**src/rtl/osc_mixer_if.sv**
```systemverilog
// Bus between the wave loader / output stage and osc_mixer.
// The slave modport is the mixer's view; the master modport drives samples and ticks.
interface osc_mixer_if #(
  parameter int NUM_OSCILLATORS = 4,
  parameter int SAMPLE_WIDTH    = 16,
  parameter int SHIFT_WIDTH     = 4
);
  logic                                            sample_tick_in;
  logic [NUM_OSCILLATORS-1:0]                      osc_is_on_in;
  logic [NUM_OSCILLATORS-1:0][SAMPLE_WIDTH-1:0]    osc_data_in;
  logic [SHIFT_WIDTH-1:0]                          shift_in;
  logic [SAMPLE_WIDTH-1:0]                         mix_data_out;
  logic                                            mix_valid_out;
  logic                                            busy_out;
  logic [7:0]                                      overrun_count_out;

  modport master (
    output sample_tick_in, osc_is_on_in, osc_data_in, shift_in,
    input  mix_data_out, mix_valid_out, busy_out, overrun_count_out
  );

  modport slave (
    input  sample_tick_in, osc_is_on_in, osc_data_in, shift_in,
    output mix_data_out, mix_valid_out, busy_out, overrun_count_out
  );
endinterface

```
**src/rtl/osc_mixer.sv**
```systemverilog
// Serial oscillator mixer: snapshot on tick, accumulate one oscillator per clock,
// then arithmetic-shift, saturate and emit one sample with a single-cycle valid.
module osc_mixer #(
  parameter int NUM_OSCILLATORS = 4,
  parameter int SAMPLE_WIDTH    = 16,
  parameter int SHIFT_WIDTH     = 4
) (
  input  logic       clk_in,
  input  logic       rst_in,
  osc_mixer_if.slave bus
);
  localparam int IDX_W = (NUM_OSCILLATORS > 1) ? $clog2(NUM_OSCILLATORS) : 1;
  localparam int ACC_W = SAMPLE_WIDTH + $clog2(NUM_OSCILLATORS) + 1;
  localparam int EXT_W = ACC_W - SAMPLE_WIDTH;

  typedef enum logic [1:0] {IDLE, ACCUM, OUTPUT} state_t;

  state_t                                       state_q, state_d;
  logic signed [ACC_W-1:0]                      acc_q, acc_d;
  logic [IDX_W-1:0]                             idx_q, idx_d;
  logic [NUM_OSCILLATORS-1:0][SAMPLE_WIDTH-1:0] data_snap_q, data_snap_d;
  logic [NUM_OSCILLATORS-1:0]                   on_snap_q, on_snap_d;
  logic [SHIFT_WIDTH-1:0]                       shift_snap_q, shift_snap_d;
  logic [SAMPLE_WIDTH-1:0]                      mix_data_q, mix_data_d;
  logic                                         mix_valid_q, mix_valid_d;
  logic [7:0]                                   ovr_q, ovr_d;
  logic                                         take_snap;

  logic signed [ACC_W-1:0]                      term [NUM_OSCILLATORS];
  logic signed [ACC_W-1:0]                      scaled;
  logic [ACC_W-SAMPLE_WIDTH:0]                  upper;
  logic [SAMPLE_WIDTH-1:0]                      sat_data;

  // Disabled oscillators contribute zero; enabled ones are sign-extended.
  generate
    for (genvar gi = 0; gi < NUM_OSCILLATORS; gi++) begin : g_term
      assign term[gi] = on_snap_q[gi]
                      ? {{EXT_W{data_snap_q[gi][SAMPLE_WIDTH-1]}}, data_snap_q[gi]}
                      : '0;
    end
  endgenerate

  // Result fits when every bit above the output sign bit equals that sign bit.
  assign scaled = acc_q >>> shift_snap_q;
  assign upper  = scaled[ACC_W-1:SAMPLE_WIDTH-1];

  always_comb begin
    sat_data = scaled[SAMPLE_WIDTH-1:0];
    if (!((&upper) || !(|upper))) begin
      sat_data = scaled[ACC_W-1] ? {1'b1, {(SAMPLE_WIDTH-1){1'b0}}}
                                 : {1'b0, {(SAMPLE_WIDTH-1){1'b1}}};
    end
  end

  always_comb begin
    state_d      = state_q;
    acc_d        = acc_q;
    idx_d        = idx_q;
    data_snap_d  = data_snap_q;
    on_snap_d    = on_snap_q;
    shift_snap_d = shift_snap_q;
    mix_data_d   = mix_data_q;
    mix_valid_d  = 1'b0;
    ovr_d        = ovr_q;
    take_snap    = 1'b0;

    case (state_q)
      IDLE: begin
        take_snap = bus.sample_tick_in;
      end
      ACCUM: begin
        acc_d = acc_q + term[idx_q];
        idx_d = idx_q + 1'b1;
        if (idx_q == IDX_W'(NUM_OSCILLATORS - 1)) begin
          state_d = OUTPUT;
        end
        if (bus.sample_tick_in && (ovr_q != 8'hFF)) begin
          ovr_d = ovr_q + 8'd1;
        end
      end
      OUTPUT: begin
        mix_data_d  = sat_data;
        mix_valid_d = 1'b1;
        state_d     = IDLE;
        take_snap   = bus.sample_tick_in;
      end
      default: begin
        state_d = IDLE;
      end
    endcase

    if (take_snap) begin
      data_snap_d  = bus.osc_data_in;
      on_snap_d    = bus.osc_is_on_in;
      shift_snap_d = bus.shift_in;
      acc_d        = '0;
      idx_d        = '0;
      state_d      = ACCUM;
    end
  end

  always_ff @(posedge clk_in) begin
    if (rst_in) begin
      state_q      <= IDLE;
      acc_q        <= '0;
      idx_q        <= '0;
      data_snap_q  <= '0;
      on_snap_q    <= '0;
      shift_snap_q <= '0;
      mix_data_q   <= '0;
      mix_valid_q  <= 1'b0;
      ovr_q        <= 8'd0;
    end else begin
      state_q      <= state_d;
      acc_q        <= acc_d;
      idx_q        <= idx_d;
      data_snap_q  <= data_snap_d;
      on_snap_q    <= on_snap_d;
      shift_snap_q <= shift_snap_d;
      mix_data_q   <= mix_data_d;
      mix_valid_q  <= mix_valid_d;
      ovr_q        <= ovr_d;
    end
  end

  assign bus.mix_data_out      = mix_data_q;
  assign bus.mix_valid_out     = mix_valid_q;
  assign bus.busy_out          = (state_q != IDLE);
  assign bus.overrun_count_out = ovr_q;
endmodule

```
**src/flat_wrapper.sv**
```systemverilog
// flat-port wrapper written by rule: the top's interface ports become plain ports
module osc_mixer_flat 
#(
  parameter int NUM_OSCILLATORS = 4,
  parameter int SAMPLE_WIDTH    = 16,
  parameter int SHIFT_WIDTH     = 4
)
  (clk_in, rst_in, bus_sample_tick_in, bus_osc_is_on_in, bus_osc_data_in, bus_shift_in, bus_mix_data_out, bus_mix_valid_out, bus_busy_out, bus_overrun_count_out);
  osc_mixer_if #(.NUM_OSCILLATORS(NUM_OSCILLATORS), .SAMPLE_WIDTH(SAMPLE_WIDTH), .SHIFT_WIDTH(SHIFT_WIDTH)) bus_i ();
  input  logic clk_in;
  input  logic rst_in;
  input wire logic [$bits(bus_i.sample_tick_in)-1:0] bus_sample_tick_in;
  input wire logic [$bits(bus_i.osc_is_on_in)-1:0] bus_osc_is_on_in;
  input wire logic [$bits(bus_i.osc_data_in)-1:0] bus_osc_data_in;
  input wire logic [$bits(bus_i.shift_in)-1:0] bus_shift_in;
  output wire logic [$bits(bus_i.mix_data_out)-1:0] bus_mix_data_out;
  output wire logic [$bits(bus_i.mix_valid_out)-1:0] bus_mix_valid_out;
  output wire logic [$bits(bus_i.busy_out)-1:0] bus_busy_out;
  output wire logic [$bits(bus_i.overrun_count_out)-1:0] bus_overrun_count_out;
  assign bus_i.sample_tick_in = bus_sample_tick_in;
  assign bus_i.osc_is_on_in = bus_osc_is_on_in;
  assign bus_i.osc_data_in = bus_osc_data_in;
  assign bus_i.shift_in = bus_shift_in;
  assign bus_mix_data_out = bus_i.mix_data_out;
  assign bus_mix_valid_out = bus_i.mix_valid_out;
  assign bus_busy_out = bus_i.busy_out;
  assign bus_overrun_count_out = bus_i.overrun_count_out;
  osc_mixer #(.NUM_OSCILLATORS(NUM_OSCILLATORS), .SAMPLE_WIDTH(SAMPLE_WIDTH), .SHIFT_WIDTH(SHIFT_WIDTH)) u_core (.clk_in(clk_in), .rst_in(rst_in), .bus(bus_i));
endmodule
```
**config.mk**
```make
export PLATFORM = sky130hd
export DESIGN_NAME = osc_mixer_flat
export DESIGN_NICKNAME = d
export VERILOG_FILES = /design/src/rtl/osc_mixer_if.sv /design/src/rtl/osc_mixer.sv /design/src/flat_wrapper.sv
export SDC_FILE = /design/constraint.sdc
export NUM_CORES = 1
export LEC_CHECK = 0
export ABC_AREA = 0
export ABC_CLOCK_PERIOD_IN_PS = 4100
export BUFFER_PORTS_ARGS = -buffer_cell sky130_fd_sc_hd__buf_2
export CORE_UTILIZATION = 51
export CTS_CLUSTER_DIAMETER = 200
export DETAILED_ROUTE_END_ITERATION = 7
export GPL_TIMING_DRIVEN = 0
export HOLD_SLACK_MARGIN = 0.08
export PLACE_DENSITY = 0.73
export REMOVE_ABC_BUFFERS = 1
export SLEW_MARGIN = 10
export SYNTH_ARGS = -nofsm -noshare
export SYNTH_HDL_FRONTEND = slang
export SYNTH_SLANG_ARGS = --single-unit
```
**constraint.sdc**
```tcl
create_clock -name clk_in -period 4.1 [get_ports clk_in]
set_clock_uncertainty 0.2 [all_clocks]
set_input_delay 0.82 -clock clk_in [delete_from_list [all_inputs] [get_ports clk_in]]
set_output_delay 0.82 -clock clk_in [all_outputs]
set_load 0.005 [all_outputs]
```
# Word-level counts from Yosys, hierarchy flattened
# Cells that the tools add are included.
# word_totals
ff_bits	120
latchBits	0
mem_bits_rw	0
mem_bits_ro	0
in_bits	75
elab_cells	53
memories	0
# op_classes
add_sub_neg	3
mul	0
div_mod_pow	0
order_cmp	1
eq_ne	7
shift	1
muxes	14
n_bitwise	2
n_reduce_logical	12
# op_table
operator	n
$mux 19	6
$bmux 19 s2	1
$mux 16	2
$add 19x19->19	1
$sshr 19x4->19	1
$add 8x1->8 const B	1
$ne 8x8->1 const B	1
$reduce_and 2->1	3
$eq 2x2->1 const B	2
$ne 2x1->1 const B	2
$pmux 2 s2	1
$reduce_and 4->1	1
$reduce_or 2->1	2
$reduce_or 4->1	1
$ge 3x3->1 const B	1
$mux 1	3
$ne 3x1->1 const B	1
$not 2->3	1
$add 2x1->2 const B	1
$eq 2x1->1 const B	1
$logic_not 2->1	1
$mux 2	1
$reduce_bool 2->1	1
$logic_and 1x1->1	1
3 further kinds	3

# Longest topological paths before layout
# Gate-level depths: netlist of the first run.
# logic_depth
ltp_word	5
ltp_mapped	14

# Worst setup path after synthesis of the first run
# No wires, ideal clock.
# synth_path
path_type	flip-flop to flip-flop
from	register u_core.idx_q[0]
to	register u_core.acc_q[14]
arrival_ns	3.023
required_ns	3.780
slack_ns	0.757
stages_incl_launch_ff	15
synth_period_minus_slack_ns	3.343
path_cell_list	dfxtp_1 > and2_1 > clkbuf_1 > clkbuf_1 > a221oi_1 > a21oi_1 > ha_1 > fa_1 > a21oi_1 > o211ai_1 > and2_1 > a31o_2 > a311oi_1 > or4_1 > nand3_1
# synth_between
elab_chain_cells	5
# synth_rtl
item	line	source
start, declared	osc_mixer.sv:20	logic [IDX_W-1:0] idx_q, idx_d;
start signal, assigned	osc_mixer.sv:116	idx_q <= idx_d;
$not 2->3 (implied by the code)	osc_mixer.sv:72	acc_d = acc_q + term[idx_q];
$bmux 19 s2	osc_mixer.sv:72	
$mux 19 (implied by the code) (2 in a row)	osc_mixer.sv:72	
$add 19x19->19	osc_mixer.sv:72	
end signal, assigned	osc_mixer.sv:105	acc_q <= '0;
end signal, assigned	osc_mixer.sv:115	acc_q <= acc_d;
end, declared	osc_mixer.sv:19	logic signed [ACC_W-1:0] acc_q, acc_d;
# Every way passes these cells. The select of a mux whose other input is x is not followed.
# A chain may end at the register's enable or synchronous reset.

# Worst setup path in the final report of the first run
# Ends and elaborated chain as after synthesis.

==> results of run 1 <==
## stage by stage
stage               worst slack [ns]  util (%)  total power, mW  setup TNS [ns]
finish                         0.182      62.4             3.05               0
global route                  0.0364      62.4             3.16               0
CTS                           0.0250      62.3             3.06               0
detailed placement            0.0404      57.4             1.57               0
global placement               -2.19      56.6             1.55          -79.29
floorplan                     -0.473         -             1.45           -2.38
## cell families after synthesis
logic type | Yosys count
simple gates | 313
compound gates | 234
flops | 120
buf+inv | 70
mux | 30
xor+xnor | 21
fa+ha+maj | 21
## cell type report
type	count	area, um^2
flip-flops and latches	120	2400
inverters	8	30.0
multi-input cells	619	3740
clock inverters	8	120
fillers	1108	4560
repair buffers	104	578
well taps	168	210
clock buffers	23	478
## critical path, delay by kind of cell, from the launching register on
kind	cells	cell delay (ns)
AOI/OAI and AO/OA	6	1.58
adders and majority gates	1	0.34
DFF	1	0.44
and+or+nand+nor	4	1.22
## flip-flops by register name, summed over array words and instances, names as in the netlist
| register | cells |
|---|---|
| u_core.data_snap_q | 64 |
| u_core.acc_q | 19 |
| u_core.bus.mix_data_out | 16 |
| u_core.bus.overrun_count_out | 8 |
| u_core.on_snap_q | 4 |
| u_core.shift_snap_q | 4 |
| u_core.idx_q | 2 |
| u_core.state_q | 2 |
| u_core.bus.mix_valid_out | 1 |
## placed cells by master, fill, tap and decap left out, drive strengths merged, types with 4 or more instances in the layout
master / count
nand3: 15
o211ai: 12
nor3: 8
nor2: 46
xor2: 10
mux2i: 13
clkinv: 4
nand2b: 6
and2: 4
buf: 104
nor2b: 8
inv: 7
nand2: 209
dfxtp: 120
ha: 20
xnor2: 11
nand4: 6
o21ai: 25
a221oi: 15
mux4: 13
and3: 5
mux2: 4
a21oi: 123
a22oi: 16
a211oi: 22
clkbuf: 23
## layer usage
| layer | GRT usage (%) | vias to the layer above | routed length [um] |
|---|---|---|---|
| met5 | 0 | - | 0 |
| met4 | 9.96 | 0 | 257 |
| met3 | 5.51 | 23 | 690 |
| met2 | 39.6 | 154 | 7070 |
| met1 | 31.6 | 2697 | 7100 |
| li1 | - | 2974 | - |
## path summary, 6_finish.rpt
path,cells after the start,from,slack [ns],end
worst max-delay path,11,u_core.idx_q[0],0.18,u_core.acc_q[14]
worst min-delay path,2,u_core.data_snap_q[55],0.25,u_core.data_snap_q[55]
worst max register to register,11,u_core.idx_q[0],0.18,u_core.acc_q[14]
worst min register to register,2,u_core.data_snap_q[55],0.25,u_core.data_snap_q[55]
## power breakdown
group | leakage (nW) | internal [mW] | total (mW) | switching [mW]
logic | 1.73 | 0.119 | 0.285 | 0.167
clock network | 0.289 | 0.996 | 1.50 | 0.503
registers | 0.979 | 1.22 | 1.26 | 0.0476
## timing repair
action	in CTS	in global routing
resized for setup	0	3
setup buffers	0	0
endpoints found under the setup margin	0	2
==> flow_summary.json, run 1 <==
{
  "outcome": "complete, no violations",
  "relSlewSlack_pct": 18.3,
  "stdcell_count": 1050,
  "synth_xor_area_share_pct": 2.87,
  "worstSkewPairLatency_ns": 0.42,
  "critPathRequiredTime_ns": 4.20,
  "worst_setup_path_end_kind": "register",
  "num_vias": 5848,
  "synth_compound_area_share_pct": 23.0,
  "power.density_nw_per_um2": 403,
  "drt-initial-drc-count": 345,
  "drtAntennaViolNets": 0,
  "cp-start-kind": "register",
  "htreeDepth": 4,
  "ios": 101,
  "synth_commonest_cells": "209 x nand2_1, 123 x a21oi_1, 120 x dfxtp_1",
  "crit_path_frequent_cell": "a21oi_1",
  "grt_start_max_net_pins": 55,
  "vias_per_cell": 5.57,
  "cts_root_buf": "clkbuf_16",
  "tightest_slew_ns": 1.22,
  "area_delta_synth_final_pct": 17.9,
  "wl_per_cell_um": 14.4,
  "clkSinkCount": 120,
  "drv_cap": 0,
  "fp.coreArea_um2": 12100,
  "synthAdderAreaFrac_pct": 4.22,
  "synth.top_cell.area_share_pct": 37.5,
  "mappedNetlistArea_um2": 6410,
  "postPlaceCellArea_um2": 6950,
  "synth_cells": 809,
  "yosysSeqAreaShare_pct": 37.5,
  "grt_usage_pct": 24.4,
  "fin_area_um2": 7550,
  "routabilityCongestion": 0.999,
  "whs_ns": 0.251,
  "synth-seq-cells": 120,
  "setup_violations": 0,
  "clk_pin_slew_worst_paths_ns": 0.05,
  "path_class": "register to register",
  "synth_cell_type_count": 53,
  "dp_hpwl_mm": 10.8,
  "grt_setup_unrepaired": "no",
  "port_buffers": 100,
  "ys.flop_type": "dfxtp_1",
  "grt_overflow": 0,
  "drc_errors": 0,
  "cts_max_path_buffers": 2,
  "place_inst": 1019,
  "drive_gt1_share_pct": 19.0,
  "synthMuxAreaShare_pct": 7.66,
  "cp.arrival_ns": 4.01,
  "wl_mm": 15.1,
  "vdd_drop_max_uv": 263,
  "p_leak_nw": 3.00,
  "synth-async-reset-ratio_pct": 0,
  "synth-edff-count": 0,
  "cp_max_fo": 16,
  "antenna_found_initial": 0,
  "antenna_cells": 0,
  "fmax_mhz": 255,
  "grt_pass1_wl_mm": 25.3,
  "rows": 40,
  "num-nets-final": 966,
  "die_y_um": 114,
  "yosysMostFrequentCell": "nand2_1",
  "max_stage_delay_ns": 0.78,
  "netlist_top_cells_area": "dfxtp_1 38%, nand2_1 12%, a21oi_1 9.6%",
  "cts_tree": "built",
  "start_util_pct": 52.9,
  "slew_violations": 0,
  "die_w_um": 114,
  "grt_pass1_vias": 5488,
  "postCtsHoldBufs": 0,
  "hp-class": "register to register",
  "hold_viol_final": 0,
  "first_pass_iters": 5,
  "finalCritPeriodShare_pct": 95.6,
  "synthSimpleGateAreaFrac_pct": 20.3,
  "slowest_stage": "nor2b_2",
  "min_period_ns": 3.92,
  "cts_buffers": 17,
  "yosys.area.top_type": "dfxtp_1",
  "path_cells": "nor2b_2 > a22oi_1 > a21oi_1 > ha_1 > a21oi_1 > o211ai_1 > and2_1 > a31o_2 > a311oi_1 > or4_1 > nand3_1",
  "dieArea_um2": 13000,
  "synth_top_family_by_area": "compound AO/OA/AOI/OAI gates",
  "ys_warn_count": 0,
  "syn_avg_cell_area_um2": 7.92
}
No activity file was read; power rests on OpenSTA's default activity.
==> run 2: changes to the inputs <==
ABC_CLOCK_PERIOD_IN_PS = 4800   (was 4100)
clock period = 4.8 ns   (was 4.1 ns; I/O delays follow)
==> run 2 against run 1 <==
  * Register-to-register slack improved by 0.46 ns
  * Largest cell class unchanged
  * Clock-buffer cell count is the same
  * Worst setup slack gained 0.46 ns
  * Global-route usage unchanged
  * Maximum frequency is 5.9% lower
  * Critical path depth stayed put
  * Cell count is the same
  * Wire length hardly changed
  * Sequential share of layout area about the same
  * Critical endpoint unchanged
  * Die area stayed put
==> flow_summary.json, run 2 (synthesis gave the netlist of run 1 again) <==
{
  "grt_usage_pct": 24.4,
  "rows": 40,
  "routabilityCongestion": 0.999,
  "fin_area_um2": 7550,
  "drt-initial-drc-count": 331,
  "grt_overflow": 0,
  "cp.arrival_ns": 4.26,
  "grt_start_max_net_pins": 55,
  "drc_errors": 0,
  "die_w_um": 114,
  "min_period_ns": 4.16,
  "post_cts_buffers": 0,
  "wl_mm": 15.1,
  "ios": 101,
  "final.setup.tns_ns": 0,
  "setup_violations": 0,
  "dieArea_um2": 13000,
  "hp-class": "register to register",
  "layout_common_cells": "209 x nand2_1, 123 x a21oi_1, 120 x dfxtp_1",
  "htreeDepth": 4,
  "postPlaceCellArea_um2": 6950,
  "drtAntennaViolNets": 0,
  "dp_hpwl_mm": 10.8,
  "grt_setup_unrepaired": "no",
  "die_y_um": 114,
  "worst_setup_path_end_kind": "register",
  "area_delta_synth_final_pct": 17.9,
  "crit_start": "u_core.idx_q[0]",
  "drive_gt1_share_pct": 18.7,
  "wl_per_cell_um": 14.4,
  "postCtsHoldBufs": 0,
  "outcome": "complete, no violations",
  "relSlewSlack_pct": 13.8,
  "cp_max_fo": 15,
  "finalCritPeriodShare_pct": 86.7,
  "layout_setup_ws_ns": 0.638,
  "critPathRequiredTime_ns": 4.90,
  "fmax_mhz": 240,
  "start_util_pct": 52.9,
  "stdcell_count": 1050,
  "grt_pass1_wl_mm": 25.3,
  "hold_viol_final": 0,
  "final_common_cell": "nand2_1",
  "worstSkewPairLatency_ns": 0.42,
  "place_inst": 1019,
  "largest_register_ffs": 64,
  "path_class": "register to register",
  "fillers": 1110,
  "power.density_nw_per_um2": 345,
  "tightest_slew_ns": 1.29,
  "cp-start-kind": "register",
  "cts_max_path_buffers": 2,
  "drv_cap": 0,
  "grt_pass1_vias": 5488,
  "cts_tree": "built",
  "reg2reg_from": "u_core.idx_q[0]",
  "port_buffers": 100,
  "vias_per_cell": 5.58,
  "min_from": "u_core.data_snap_q[55]",
  "antenna_found_initial": 0,
  "clkSinkCount": 120,
  "num_vias": 5855,
  "first_pass_iters": 5,
  "clk_pin_slew_worst_paths_ns": 0.05,
  "slew_violations": 0,
  "p_leak_nw": 2.99,
  "post_cts_resized": 0,
  "pre_cts_ws_ns": 0.740,
  "cts_root_buf": "clkbuf_16",
  "top_register": "u_core.data_snap_q",
  "antenna_cells": 0,
  "vdd_drop_max_uv": 225,
  "num-nets-final": 966,
  "whs_ns": 0.251,
  "cts_buffers": 17,
  "fp.coreArea_um2": 12100
}
run 2: cell count changes in the layout (fill, tap and decap cells not counted):
cell | previous run | this run
and2_1 | 2 | 4
nor2b_1 | 4 | 5
and2_2 | 2 | 0
nor2b_2 | 3 | 2
run 2: worst paths after layout:
path                            end  slack (ns)  cells after the start
max                u_core.acc_q[14]        0.64                     11
min          u_core.data_snap_q[55]        0.25                      2
max reg2reg        u_core.acc_q[14]        0.64                     11
min reg2reg  u_core.data_snap_q[55]        0.25                      2
run 2: layout make-up:
cell class / count / area [um^2] / share of cell area, %
Clock buffer: 23 / 478 / 6.33
Clock inverter: 8 / 120 / 1.59
Inverter: 8 / 30.0 / 0.398
Multi-Input combinational cell: 619 / 3730 / 49.4
Sequential cell: 120 / 2400 / 31.8
Tap cell: 168 / 210 / 2.78
Timing Repair Buffer: 104 / 578 / 7.66
run 2: worst max-delay path: stages, from the launching register on:
cell and delay [ns]:
dfxtp_1 0.43, nor2b_1 1.03, a221oi_1 0.18, a21oi_1 0.32, ha_1 0.34, a21oi_1 0.27
o211ai_1 0.17, and2_1 0.22, a31o_2 0.28, a311oi_1 0.37, or4_1 0.16, nand3_1 0.06
run 2: power by group:
part	internal (mW)	switching, mW	leakage [nW]
combinational	0.101	0.142	1.73
sequential	1.04	0.0405	0.979
clock	0.850	0.430	0.289
total	1.99	0.613	2.99
run 2: routing by layer:
metal | vias up | global-route usage (%) | share of wire [%]
li1 | 2973 | - | -
met1 | 2692 | 31.6 | 46
met2 | 169 | 39.6 | 47
met3 | 21 | 5.51 | 4.9
met4 | 0 | 9.96 | 1.6
met5 | - | 0 | 0
run 2: per-stage QoR:
step | utilization (%) | power (mW)
3_3_place_gp | 56.6 | 1.33
3_5_place_dp | 57.4 | 1.34
2_1_floorplan | - | 1.24
5_1_grt | 62.3 | 2.70
4_1_cts | 62.3 | 2.61
6_report | 62.3 | 2.60
